--- config.mk ---
export PLATFORM = sky130hd
export DESIGN_NAME = mul_seq32
export DESIGN_NICKNAME = d
export VERILOG_FILES = /design/src/rtl/mul_seq32_pkg.sv /design/src/rtl/mul_ctrl.sv /design/src/rtl/mul_seq32.sv
export SDC_FILE = /design/constraint.sdc
export NUM_CORES = 1
export LEC_CHECK = 0
export CAP_MARGIN = 25
export CORE_ASPECT_RATIO = 1.1
export CORE_MARGIN = 1.5
export CORE_UTILIZATION = 56
export DETAILED_ROUTE_END_ITERATION = 12
export GPL_ROUTABILITY_DRIVEN = 0
export HOLD_SLACK_MARGIN = 0.05
export PLACE_DENSITY = 0.91
export SYNTH_ARGS = -nofsm -noshare
export SYNTH_HDL_FRONTEND = slang
export SYNTH_HIERARCHICAL = 1
export SYNTH_SLANG_ARGS = --single-unit
export TNS_END_PERCENT = 10
--- constraint.sdc ---
create_clock -name clk -period 14 [get_ports clk]
set_input_delay 2.8 -clock clk [delete_from_list [all_inputs] [get_ports clk]]
set_output_delay 2.8 -clock clk [all_outputs]
set_load 0.02 [all_outputs]
--- src/rtl/mul_seq32_pkg.sv ---
// Shared definitions for the sequential 32x32->64 multiplier.
// Holds the FSM state encoding, the iteration count and the 32-bit
// carry-lookahead adder used by the datapath.
package mul_seq32_pkg;

  localparam int unsigned OP_W   = 32;
  localparam int unsigned PROD_W = 64;
  localparam int unsigned CNT_W  = 5;

  typedef enum logic [1:0] {
    MS_IDLE = 2'd0,
    MS_BUSY = 2'd1,
    MS_FIX  = 2'd2,
    MS_DONE = 2'd3
  } ms_state_e;

  // Counter value of the final shift-add iteration.
  localparam logic [CNT_W-1:0] ITER_LAST = CNT_W'(31);

  // 32-bit carry-lookahead adder; result is {carry_out, sum}.
  function automatic logic [OP_W:0] cla32(input logic [OP_W-1:0] a,
                                          input logic [OP_W-1:0] b,
                                          input logic            cin);
    logic [OP_W-1:0] g;
    logic [OP_W-1:0] p;
    logic [OP_W:0]   c;
    g    = a & b;
    p    = a ^ b;
    c    = '0;
    c[0] = cin;
    for (int i = 0; i < int'(OP_W); i++) begin
      c[i+1] = g[i] | (p[i] & c[i]);
    end
    return {c[OP_W], p ^ c[OP_W-1:0]};
  endfunction

endpackage

--- src/rtl/mul_ctrl.sv ---
// Control FSM for mul_seq32: sequences IDLE -> BUSY (32 iterations) -> FIX
// -> DONE and back, with flush taking priority in every state.
// Ports:
//   clk, rst_n         clock, asynchronous active-low reset
//   flush              synchronous abort
//   in_valid           request from operand read
//   out_ready          writeback consumes the result
//   ready_c            request can be accepted this cycle (depends on flush)
//   load_c             operands are latched on this edge
//   busy, fix, done    state decodes driving the datapath and out_valid
module mul_ctrl
  import mul_seq32_pkg::*;
(
  input  logic clk,
  input  logic rst_n,
  input  logic flush,
  input  logic in_valid,
  input  logic out_ready,
  output logic ready_c,
  output logic load_c,
  output logic busy,
  output logic fix,
  output logic done
);

  ms_state_e        state;
  ms_state_e        state_nxt;
  logic [CNT_W-1:0] cnt;
  logic [CNT_W-1:0] cnt_nxt;

  // State and iteration counter registers.
  always_ff @(posedge clk or negedge rst_n) begin
    if (!rst_n) begin
      state <= MS_IDLE;
      cnt   <= '0;
    end else begin
      state <= state_nxt;
      cnt   <= cnt_nxt;
    end
  end

  // Next-state and control decode.
  always_comb begin
    state_nxt = state;
    cnt_nxt   = cnt;
    ready_c   = 1'b0;
    load_c    = 1'b0;
    busy      = 1'b0;
    fix       = 1'b0;
    done      = 1'b0;
    unique case (state)
      MS_IDLE: begin
        ready_c = !flush;
        if (in_valid && !flush) begin
          load_c    = 1'b1;
          cnt_nxt   = '0;
          state_nxt = MS_BUSY;
        end
      end
      MS_BUSY: begin
        busy    = 1'b1;
        cnt_nxt = cnt + CNT_W'(1);
        if (flush) begin
          state_nxt = MS_IDLE;
        end else if (cnt == ITER_LAST) begin
          state_nxt = MS_FIX;
        end
      end
      MS_FIX: begin
        fix       = 1'b1;
        state_nxt = flush ? MS_IDLE : MS_DONE;
      end
      MS_DONE: begin
        done = 1'b1;
        if (flush || out_ready) begin
          state_nxt = MS_IDLE;
        end
      end
      default: state_nxt = MS_IDLE;
    endcase
  end

endmodule

--- src/rtl/mul_seq32.sv ---
// Multi-cycle 32x32->64 multiplier (MUL/IMUL) using radix-2 shift-add on
// operand magnitudes followed by a single sign-fix cycle.
// Ports:
//   clk, rst_n            clock, asynchronous active-low reset
//   flush                 synchronous abort; discards any operation
//   in_valid/in_ready     request handshake; in_signed selects IMUL
//   in_a, in_b            multiplicand, multiplier
//   out_valid/out_ready   result handshake
//   out_prod              {EDX,EAX} product
//   out_cf, out_of        overflow flags (identical)
module mul_seq32
  import mul_seq32_pkg::*;
#(
  parameter int unsigned WIDTH = 32
) (
  input  logic                 clk,
  input  logic                 rst_n,
  input  logic                 flush,
  input  logic                 in_valid,
  output logic                 in_ready,
  input  logic                 in_signed,
  input  logic [WIDTH-1:0]     in_a,
  input  logic [WIDTH-1:0]     in_b,
  output logic                 out_valid,
  input  logic                 out_ready,
  output logic [2*WIDTH-1:0]   out_prod,
  output logic                 out_cf,
  output logic                 out_of
);

  logic              ready_c;
  logic              load_c;
  logic              busy;
  logic              fix;
  logic              done;

  logic [OP_W-1:0]   mcand_q;
  logic [PROD_W-1:0] prod_q;
  logic              neg_q;
  logic              sgn_q;
  logic              cf_q;

  logic [OP_W-1:0]   mag_a_c;
  logic [OP_W-1:0]   mag_b_c;
  logic [OP_W:0]     sum_c;
  logic [OP_W:0]     neg_lo_c;
  logic [OP_W-1:0]   neg_hi_c;
  logic [PROD_W-1:0] fixed_c;
  logic              cf_c;

  mul_ctrl u_ctrl (
    .clk       (clk),
    .rst_n     (rst_n),
    .flush     (flush),
    .in_valid  (in_valid),
    .out_ready (out_ready),
    .ready_c   (ready_c),
    .load_c    (load_c),
    .busy      (busy),
    .fix       (fix),
    .done      (done)
  );

  // Operand magnitudes; 0x80000000 negates to itself and is read as unsigned.
  always_comb begin
    mag_a_c = in_a;
    mag_b_c = in_b;
    if (in_signed && in_a[OP_W-1]) mag_a_c = OP_W'(cla32(~in_a, '0, 1'b1));
    if (in_signed && in_b[OP_W-1]) mag_b_c = OP_W'(cla32(~in_b, '0, 1'b1));
  end

  // One shift-add step: 33-bit partial sum keeps the carry for the shift.
  always_comb begin
    sum_c = {1'b0, prod_q[PROD_W-1:OP_W]};
    if (prod_q[0]) sum_c = cla32(prod_q[PROD_W-1:OP_W], mcand_q, 1'b0);
  end

  // Sign fix: invert and add one across two chained 32-bit adders.
  always_comb begin
    neg_lo_c = cla32(~prod_q[OP_W-1:0], '0, 1'b1);
    neg_hi_c = OP_W'(cla32(~prod_q[PROD_W-1:OP_W], '0, neg_lo_c[OP_W]));
    fixed_c  = neg_q ? {neg_hi_c, neg_lo_c[OP_W-1:0]} : prod_q;
    if (sgn_q) cf_c = fixed_c[PROD_W-1:OP_W] != {OP_W{fixed_c[OP_W-1]}};
    else       cf_c = fixed_c[PROD_W-1:OP_W] != '0;
  end

  // Datapath registers; {acc_hi, multiplier} share prod_q and shift together.
  always_ff @(posedge clk or negedge rst_n) begin
    if (!rst_n) begin
      mcand_q <= '0;
      prod_q  <= '0;
      neg_q   <= 1'b0;
      sgn_q   <= 1'b0;
      cf_q    <= 1'b0;
    end else if (load_c) begin
      mcand_q <= mag_a_c;
      prod_q  <= {{OP_W{1'b0}}, mag_b_c};
      neg_q   <= in_signed & (in_a[OP_W-1] ^ in_b[OP_W-1]);
      sgn_q   <= in_signed;
    end else if (busy) begin
      prod_q  <= {sum_c, prod_q[OP_W-1:1]};
    end else if (fix) begin
      prod_q  <= fixed_c;
      cf_q    <= cf_c;
    end
  end

  assign in_ready  = ready_c;
  assign out_valid = done;
  assign out_prod  = prod_q;
  assign out_cf    = cf_q;
  assign out_of    = cf_q;

endmodule

---- Word level (Yosys, flattened, before mapping) ----
Index checks and enable logic that the tools add are counted.
word-level totals
  flip-flop bits (word level) ............. 106
  bits of input ports ..................... 70
  output and inout bits ................... 68
  word-level logic and storage cells ...... 252
operators by class
  add/subtract/negate cells ............... 1
  equality and inequality tests ........... 8
  multiplexer cells ....................... 22
  bitwise gates (word level) .............. 199
  reductions and logical operators ........ 14
operator list
  cell                                                             number
  64-bit 2-to-1 mux                                                4
  32-bit XOR                                                       6
  1-bit AND                                                        154
  32-bit inverter                                                  4
  32-bit 2-to-1 mux                                                2
  33-bit 2-to-1 mux                                                1
  32-bit AND                                                       1
  32-bit != test                                                   1
  32-bit nonzero test                                              1
  1-bit OR                                                         31
  2-bit 2-to-1 mux                                                 5
  5-bit one-hot mux with 2 select lines                            1
  2-bit one-hot mux with 4 select lines                            1
  1-bit 2-to-1 mux                                                 7
  3-bit AND reduction                                              2
  3-bit nonzero test                                               2
  5-bit by 1-bit adder with 5-bit output, second input constant    1
  5-bit equality test, second input constant                       1
  5-bit 2-to-1 mux                                                 1
  2-bit equality test, second input constant                       2
  2-bit by 1-bit != test with 1-bit output, second input constant  2
  2-bit AND reduction                                              2
  1-bit logical AND                                                3
  3-bit by 2-bit != test with 1-bit output, second input constant  1
  other kinds (7)                                                  8

---- Longest topological paths before layout ----
Gate-level depths: netlist of run 1.
  depth after elaboration ................. 68
  mapped depth ............................ 69
  mapped depth without buffers ............ 68

---- Modules after synthesis ----
The synthesis of run 1 kept the hierarchy.
by module, submodules not included
  module     times used  cells each  area each (um2)  seq. area each (um2)
  mul_seq32  1           1,023       8,697.1          2,477.4
  mul_ctrl   1           36          424.2            175.2

---- Worst setup path before layout of run 1 ----
No wires, ideal clock.
  kind .................................... register -> register
  from .................................... register prod_q[0] (netlist: out_prod[0])
  to ...................................... register cf_q (netlist: out_cf)
  setup time .............................. 0.130 ns
  data arrival time ....................... 12.788 ns
  required time ........................... 13.870 ns
  path slack .............................. 1.082 ns
  cell stages (with the launch flop) ...... 70
  buffers on the path ..................... 1
  period minus slack after synthesis ...... 12.918 ns
  cell sequence ........................... dfrtp_1 > inv_2 > buf_1 > ha_1 > ha_1 > ha_1 > ha_1 > ha_1 > ha_1 > ha_1 > ha_1 > ha_1 > ha_1 > ha_1 > ha_1 > ha_1 > ha_1 > ha_1 > [... 34 more ...] > ha_1 > ha_1 > ha_1 > ha_1 > ha_1 > ha_1 > ha_1 > ha_1 > ha_1 > ha_1 > ha_1 > ha_1 > ha_1 > nor4b_1 > nand4_1 > a211o_1 > o41ai_2 > a21oi_1
on the way
  word-level cells in the longest chain between the ends .. 67
  elaborated cells between the ends (all ways) .. 69
  classes of those cells .................. 1 x eq/ne; 2 x mux; 65 x bitwise; 1 x reduce/logical
RTL lines
  element                                                line                              source
  start, declared                                        mul_seq32.sv:38                   logic [PROD_W-1:0] prod_q;
  start signal, assigned                                 mul_seq32.sv:97                   prod_q <= {{OP_W{1'b0}}, mag_b_c};
  start signal, assigned                                 mul_seq32.sv:101                  prod_q <= {sum_c, prod_q[OP_W-1:1]};
  start signal, assigned                                 mul_seq32.sv:103                  prod_q <= fixed_c;
  32-bit inverter *                                      mul_seq32.sv:80                   neg_lo_c = cla32(~prod_q[OP_W-1:0], '0, 1'b1);
  1-bit AND * (30 in series)                             mul_seq32_pkg.sv:32               c[i+1] = g[i] | (p[i] & c[i]);
  1-bit AND (32 in series)                               mul_seq32_pkg.sv:32
  32-bit XOR                                             mul_seq32_pkg.sv:34               return {c[OP_W], p ^ c[OP_W-1:0]};
  64-bit 2-to-1 mux *                                    mul_seq32.sv:82                   fixed_c = neg_q ? {neg_hi_c, neg_lo_c[OP_W-1:0]} : prod_q;
  32-bit != test or 32-bit nonzero test (tied branches)  mul_seq32.sv:83, mul_seq32.sv:84
  1-bit 2-to-1 mux *                                     mul_seq32.sv:83                   if (sgn_q) cf_c = fixed_c[PROD_W-1:OP_W] != {OP_W{fixed_c[OP_W-1]}};
  end signal, assigned                                   mul_seq32.sv:94                   cf_q <= 1'b0;
  end signal, assigned                                   mul_seq32.sv:104                  cf_q <= cf_c;
  end, declared                                          mul_seq32.sv:41                   logic cf_q;
Mark *: on every way between the ends. The rest lies on a longest branch, timed or not. The select of a mux whose other input is x is not followed.
A chain may end at the register's enable or synchronous reset.

---- Final worst setup path of run 1 ----
  from .................................... register prod_q[32] (netlist: out_prod[32])
  to ...................................... register prod_q[62] (netlist: out_prod[62])
on the way
  word-level cells in the longest chain between the ends .. 65
  elaborated cells between the ends (all ways) .. 99
  classes of those cells .................. 5 x mux; 94 x bitwise
RTL lines
  element              line                 source
  32-bit AND           mul_seq32_pkg.sv:27  g = a & b;
  1-bit AND            mul_seq32_pkg.sv:32
  1-bit OR             mul_seq32_pkg.sv:32
  1-bit AND            mul_seq32_pkg.sv:32
  1-bit OR             mul_seq32_pkg.sv:32
  1-bit AND            mul_seq32_pkg.sv:32
  1-bit OR             mul_seq32_pkg.sv:32
  1-bit AND            mul_seq32_pkg.sv:32
  [... 49 more ...]    --
  1-bit AND            mul_seq32_pkg.sv:32
  1-bit OR             mul_seq32_pkg.sv:32
  1-bit AND            mul_seq32_pkg.sv:32
  1-bit OR             mul_seq32_pkg.sv:32
  32-bit XOR           mul_seq32_pkg.sv:34
  33-bit 2-to-1 mux    mul_seq32.sv:75      if (prod_q[0]) sum_c = cla32(prod_q[PROD_W-1:OP_W], mcand_q, 1'b0);
  64-bit 2-to-1 mux *  mul_seq32.sv:100     end else if (busy) begin
  64-bit 2-to-1 mux *  mul_seq32.sv:95      end else if (load_c) begin
Marks and branches as above.

==> metrics, run 1 <==
Reg area=2650 um2; Peak Freq=74.6 MHz; maximum VDD drop=0.0000875 V; reg-to-reg endpoint=out_prod[62]; R2R setup slack=590 ps; area share of the largest cell type after synthesis=29.1%; final hold vios=0; unrepaired setup endpoints after global routing=no; total I/O pin count=138; worst slew pin tran=1100 ps; Reg2Reg Depth=36; DR iter-0 viols=901; Max Fanout on Critical Path=6; Critical Path AT=13670 ps; CP max stage cell=dfrtp_1; Worst setup SP type=register; htree depth=3; Layout fillers=1149; GRT Total Usage=29.0%; fin nets=1378; Post-Syn Area=9120 um2; DP HPWL=17700 um; Mapped Cells=1059; Clk pin slew, worst setup/hold paths=70 ps; pin count of the biggest net entering global routing=120; cell mode on critical path=fa_1; layout cell share with drive strength beyond 1=3.80%; CP Capture Type=register; Routed WL=24400 um; Critical path origin=out_prod[32]; WL/cell=18.0 um; Post-synth ARST share=100%; Pins Over Slew Limit=0; Power Density=144 nW/um2; count of state elements after synthesis=106; cell row count=48; Synth Flop Type=dfrtp_1; hold_ws=515 ps; Starting Density=57.7%; remaining routing DRC violations=0; Max-cap violations=0; Synth warnings=6; Critical Path Sink=out_prod[62]; multi-input gate area in the final layout=5580 um2; Worst EP required=14260 ps; Setup Buffers After CTS=0; Avg Inst Size Synth=8.61 um2; Worst R2R Start=out_prod[32]; outcome=finished, final reports clean; crit-path max cell delay=430 ps; clk root buf=clkbuf_16; DRT Pass-1 Iters=5; Slew HR=26.8%; post-route antenna net violation count=0; Tmin final=13410 ps; CTS Buf Count=9; CTS tree=done; GRT Residual Overflow=0; DR vias=8341; vias per cell=6.15; total negative slack=0 ps; worst hold path class=register to register; later-pin clock latency in the skew report=360 ps; Leakage=5.51 nW; # diodes=0; sequential fraction of the synthesis area=29.1%; final worst-path cycle share=95.8%; Die W=125 um; # clock sinks=106; Crit Path Category=register to register; Die Area=17100 um2; antenna violations before repair=0; core area=15800 um2; clock buffer depth=2; Setup-failing EPs final=0; vias in the first global route=8106; Clock Skews=7.40 ps; Unique masters post-synth=49; Syn Nets=1285; cell taking the most area after synthesis=dfrtp_1; ranking of synthesized cells by area=dfrtp_1 29%, ha_1 17%, fa_1 6.8%; area delta synth->final=19.9%; wire length of the first global-routing pass=39700 um; Die H=137 um; number of buffers added on ports=137; Post-synth EDFFs=0
## placed cells by master (no fill, tap or decap), types with 5 or more instances in the layout
| master | netlist | layout |
|---|---|---|
| a21oi_1 | 79 | 79 |
| nand4_1 | 13 | 13 |
| o21ai_0 | 39 | 39 |
| clkbuf_16 | 0 | 9 |
| buf_4 | 1 | 11 |
| nand2_1 | 119 | 119 |
| and3_1 | 10 | 10 |
| a221oi_1 | 22 | 22 |
| a21o_1 | 24 | 24 |
| o22ai_1 | 5 | 5 |
| o211ai_1 | 11 | 11 |
| a311oi_1 | 22 | 22 |
| a211oi_1 | 19 | 19 |
| ha_1 | 125 | 125 |
| nor4_1 | 8 | 8 |
| mux2i_1 | 54 | 54 |
| nor3_1 | 11 | 11 |
| nand3_1 | 26 | 26 |
| fa_1 | 31 | 31 |
| nor2_1 | 66 | 66 |
| clkdlybuf4s50_1 | 0 | 136 |
| dfrtp_1 | 106 | 106 |
| inv_1 | 160 | 160 |
## logic make-up (layout without fill, tap and decap cells)
kind of cell	Yosys count	after routing	synth area share (%)
buf+inv	229	327	9.84
fa+ha+maj	156	156	24.0
simple gates	275	275	13.7
xor+xnor	4	4	0.384
mux	56	56	6.17
compound gates	233	233	16.8
flops	106	106	29.1
## worst max-delay path: cells and delay by family, from the launching register on
kind,cells,cell delay [ps]
fa+ha+maj,32,12410
flops,1,430
buf+inv,1,50
compound gates,2,350
simple gates,1,80
## power by group
group | leakage (nW) | internal [W] | switching [W]
combinational | 4.03 | 0.000351 | 0.000450
clock | 0.162 | 0.000168 | 0.000122
sequential | 1.31 | 0.000383 | 0.000106
## routing by layer
metal  GRT usage (%)  routed length [um]
met1            37.4                9940
met2            47.1               11400
met3            4.46                1840
met4            16.5                1200
met5               0                   0
## cells in the mapped netlist (3+ instances only)
| cell | instances |
|---|---|
| a221oi_1 | 22 |
| nor4_1 | 8 |
| mux2i_1 | 54 |
| inv_1 | 160 |
| buf_1 | 12 |
| dfrtp_1 | 106 |
| and3_1 | 10 |
| buf_2 | 9 |
| nand4_1 | 13 |
| a21oi_1 | 79 |
| o22ai_1 | 5 |
| fa_1 | 31 |
| buf_6 | 3 |
| nor2_1 | 66 |
| nand2b_1 | 3 |
| xnor2_1 | 3 |
| a22o_1 | 3 |
| clkbuf_1 | 43 |
| nand2_1 | 119 |
| a21o_1 | 24 |
| and2_1 | 5 |
| o211ai_1 | 11 |
| o21ai_0 | 39 |
| a211oi_1 | 19 |
| nand3_1 | 26 |
| a311oi_1 | 22 |
| ha_1 | 125 |
| nor3_1 | 11 |
## how the worst min path moves through the flow
stage | depth (start not counted) | startpoint | slack [ps] | to
6_report | 1 | u_ctrl/cnt[4] | 520 | u_ctrl/cnt[4]
5_1_grt | 1 | u_ctrl/cnt[4] | 540 | u_ctrl/cnt[4]
4_1_cts | 1 | u_ctrl/cnt[4] | 520 | u_ctrl/cnt[4]
3_5_place_dp | 1 | u_ctrl/cnt[4] | 500 | u_ctrl/cnt[4]
3_3_place_gp | 1 | u_ctrl/cnt[4] | 490 | u_ctrl/cnt[4]
2_1_floorplan | 1 | u_ctrl/cnt[4] | 470 | u_ctrl/cnt[4]
## flip-flops by register name (all words and copies together), names as in the netlist
signal	count
neg_q	1
u_ctrl/cnt	5
out_cf	1
sgn_q	1
u_ctrl/state	2
mcand_q	32
out_prod	64
## final cells by class
type | count | share of cell area [%]
Sequential cell | 106 | 24.3
Inverter | 161 | 5.53
Clock inverter | 5 | 0.778
Multi-Input combinational cell | 724 | 51.1
Clock buffer | 11 | 2.31
Timing Repair Buffer | 150 | 13.8
Tap cell | 200 | 2.29
## through the flow
step | total power [W] | utilization [%] | setup slack, ps | area [um2] | instances
global placement | 0.00123 | 66.7 | 995 | 10500 | 1338
floorplan | 0.000962 | - | 1080 | 9120 | 1059
global route | 0.00168 | 69.2 | 65.2 | 10900 | 1357
finish | 0.00158 | 69.2 | 587 | 10900 | 1357
detailed placement | 0.00127 | 66.8 | 716 | 10500 | 1339
CTS | 0.00156 | 68.9 | 585 | 10900 | 1355
## timing repair
| action | CTS | global route |
|---|---|---|
| resized for setup | 0 | 1 |
| hold endpoints to repair | 0 | 0 |
| setup endpoints to repair | 0 | 1 |
| hold buffers | 0 | 0 |
Note: power is estimated with default switching activity, not from simulation.
==> inputs of run 2 (changes only) <==
--- a/config.mk
+++ b/config.mk
@@ -5,14 +5,15 @@
 export SDC_FILE = /design/constraint.sdc
 export NUM_CORES = 1
 export LEC_CHECK = 0
+export ABC_AREA = 1
 export CAP_MARGIN = 25
 export CORE_ASPECT_RATIO = 1.1
 export CORE_MARGIN = 1.5
-export CORE_UTILIZATION = 56
+export CORE_UTILIZATION = 35
 export DETAILED_ROUTE_END_ITERATION = 12
 export GPL_ROUTABILITY_DRIVEN = 0
 export HOLD_SLACK_MARGIN = 0.05
-export PLACE_DENSITY = 0.91
+export PLACE_DENSITY = 0.65
 export SYNTH_ARGS = -nofsm -noshare
 export SYNTH_HDL_FRONTEND = slang
 export SYNTH_HIERARCHICAL = 1
==> run 2 against run 1 <==
Effect of this change: power grew 54%; maximum frequency grew 1.9%; largest cell class unchanged; non-clock buffer count unchanged; largest power group unchanged; die area increased by 58%; highest routed layer unchanged; first-iteration DRC count is 59% lower.
==> metrics, run 2 <==
cell taking the most area after synthesis=dfrtp_1 (unchanged); most frequent cell after synthesis=inv_1 (unchanged); cell row count=61 (was 48); clk root buf=clkbuf_16 (unchanged); Largest register FFs=64 (unchanged); Post-synth ARST share=100% (unchanged); Post-Syn Area=9090 um2 (was 9120 um2); wire length of the first global-routing pass=37700 um (was 39700 um); # clock sinks=106 (unchanged); Pins Over Slew Limit=0 (unchanged); Sequential Power Share=24.6% (was 30.9%); R2R setup slack=830 ps (was 590 ps); most common cell after layout, fill and taps aside=inv_1 (unchanged); count of state elements after synthesis=106 (unchanged); worst hold path depth=2 (was 1); Syn Nets=1408 (was 1285); maximum VDD drop=0.000147 V (was 0.0000875 V); DR vias=7986 (was 8341); Crit Path Category=register to register (unchanged); Mapped Cells=1182 (was 1059); CTS Buf Count=9 (unchanged); Unique masters post-synth=32 (was 49); Slew HR=50.7% (was 26.8%); Synth Flop Type=dfrtp_1 (unchanged); Critical Path AT=13390 ps (was 13670 ps); ranking of synthesized cells by area=dfrtp_1 29%, ha_1 17%, o21ai_0 8.4% (was dfrtp_1 29%, ha_1 17%, fa_1 6.8%); Setup Buffers After CTS=0 (unchanged); DRT Pass-1 Iters=5 (unchanged); Final Power=0.00243 W (was 0.00158 W); fin nets=1503 (was 1378); Worst setup SP type=register (unchanged); final hold vios=0 (unchanged); total I/O pin count=138 (unchanged); Clock Power Share=10.9% (was 18.3%); DP HPWL=16100 um (was 17700 um); number of buffers added on ports=137 (unchanged); area delta synth->final=21.1% (was 19.9%); Worst R2R Start=out_prod[32] (unchanged); antenna violations before repair=1 (was 0); # hold bufs at CTS=0 (unchanged); later-pin clock latency in the skew report=360 ps (about the same); pin count of the biggest net entering global routing=100 (was 120); Clock Skews=10.5 ps (was 7.40 ps); GRT Total Usage=17.4% (was 29.0%); WL/cell=13.8 um (was 18.0 um); Max Fanout on Critical Path=4 (was 6); most frequent cells in the layout=199 x inv_1, 186 x nand2_1, 153 x o21ai_0 (was 160 x inv_1, 136 x clkdlybuf4s50_1, 125 x ha_1); CP max stage cell=fa_1 (was dfrtp_1); Die H=172 um (was 137 um); Tmin final=13170 ps (was 13410 ps); DR iter-0 viols=365 (was 901); Synth warnings=6 (unchanged); Post-synth EDFFs=0 (unchanged); final worst-path cycle share=94.1% (was 95.8%); hold_ws=486 ps (was 515 ps); outcome=finished, final reports clean (unchanged); reg-to-reg endpoint=out_prod[62] (unchanged); clock buffer depth=2 (unchanged); # diodes=0 (unchanged); unrepaired setup endpoints after global routing=no (unchanged); CTS tree=done (unchanged); Sw Ratio=49.8% (was 42.9%); CP Capture Type=register (unchanged); Avg Inst Size Synth=7.69 um2 (was 8.61 um2); hold_sp=u_ctrl/cnt[4] (unchanged); Starting Density=35.8% (was 57.7%); Worst EP required=14220 ps (was 14260 ps); Reg2Reg Depth=36 (unchanged); worst hold endpoint=u_ctrl/cnt[4] (unchanged); post-route antenna net violation count=0 (unchanged); Clk pin slew, worst setup/hold paths=70 ps (about the same); cell mode on critical path=fa_1 (unchanged); combinational power share=64.5% (was 50.7%); Post-synth top cells=199 x inv_1, 187 x nand2_1, 153 x o21ai_0 (was 160 x inv_1, 125 x ha_1, 119 x nand2_1); htree depth=3 (unchanged); Power Density=221 nW/um2 (was 144 nW/um2); Critical path origin=out_prod[32] (unchanged); Max-cap violations=0 (unchanged); sequential fraction of the synthesis area=29.2% (was 29.1%); Routed WL=22500 um (was 24400 um); GRT Residual Overflow=0 (unchanged); crit-path max cell delay=480 ps (was 430 ps); Switch Pwr=0.00121 W (was 0.000678 W); cts repair resizes=0 (unchanged); total negative slack=0 ps (unchanged); Die Area=26900 um2 (was 17100 um2); core area=25400 um2 (was 15800 um2); Die W=157 um (was 125 um); layout cell share with drive strength beyond 1=3.82% (was 3.80%); Setup-failing EPs final=0 (unchanged); area share of the largest cell type after synthesis=29.2% (was 29.1%); vias in the first global route=7681 (was 8106); worst slew pin tran=740 ps (was 1100 ps); Internal=0.00122 W (was 0.000902 W); Peak Freq=75.9 MHz (was 74.6 MHz); Leakage=5.40 nW (was 5.51 nW); worst hold path class=register to register (unchanged); vias per cell=4.91 (was 6.15); remaining routing DRC violations=0 (unchanged)
[run 2: cell types whose count changed in the layout (fill, tap and decap cells not counted), sizes merged, moves of 22 or more]
cell,delta
o21ai,+127
nand2,+69
mux2i,-54
inv,+43
a41oi,+30
a21o,-24
nand3,+24
a311oi,-22
[run 2: how the worst max path moves through the flow]
stage / end / slack [ps] / cells past startpoint
after floorplan: out_prod[62] / 1270 / 36
after global placement: out_prod[62] / 980 / 36
after global routing: out_cf / 240 / 73
after detailed placement: out_prod[62] / 910 / 36
final: out_prod[62] / 830 / 36
after CTS: out_prod[62] / 840 / 36
[run 2: per-stage QoR]
step           instance area, um2  utilization (%)  std cells  setup slack, ps
4_1_cts                     11000             43.1       1626              839
3_5_place_dp                10700             42.0       1610              907
2_1_floorplan                9090                -       1182             1270
5_1_grt                     11000             43.3       1628              241
3_3_place_gp                10700             41.9       1609              982
6_report                    11000             43.3       1628              832
[run 2: kinds of logic after synthesis]
family                     after synthesis  synth area share, %
AOI/OAI and AO/OA                      332                 20.4
xor gates and xnor gates                 1               0.0964
adders and majority gates              156                 24.0
buffers and inverters                  271                 12.1
DFF                                    106                 29.2
and+or+nand+nor                        316                 14.1
[run 2: worst max-delay path, delay by kind of cell, from the launching register on]
family | cells | cell delay, ps
AOI/OAI and AO/OA | 3 | 320
buffers and inverters | 1 | 60
adders and majority gates | 32 | 12270
DFF | 1 | 390
[run 2: power groups by stage]
| stage | Sequential (W) | Combinational [W] | Clock [W] |
|---|---|---|---|
| floorplan | 0.000686 | 0.00100 | 0 |
| global placement | 0.000603 | 0.00153 | 0 |
| detailed placement | 0.000604 | 0.00157 | 0 |
| CTS | 0.000600 | 0.00158 | 0.000272 |
| global route | 0.000622 | 0.00179 | 0.000283 |
| finish | 0.000599 | 0.00157 | 0.000266 |
[run 2: cell type report]
| cell class | instances | area (um2) |
|---|---|---|
| clock inverters | 6 | 66.3 |
| well taps | 346 | 433 |
| multi-input cells | 805 | 5350 |
| fillers | 2587 | 14400 |
| flip-flops and latches | 106 | 2650 |
| repair buffers | 150 | 1510 |
| clock buffers | 10 | 229 |
| inverters | 205 | 773 |
[run 2: routing by layer]
layer / up-vias / GRT usage [%] / wire length [um]
li1: 4123 / - / -
met1: 3701 / 22.8 / 10600
met2: 145 / 29.4 / 10500
met3: 17 / 3.58 / 1090
met4: 0 / 4.06 / 239
met5: - / 0 / 0
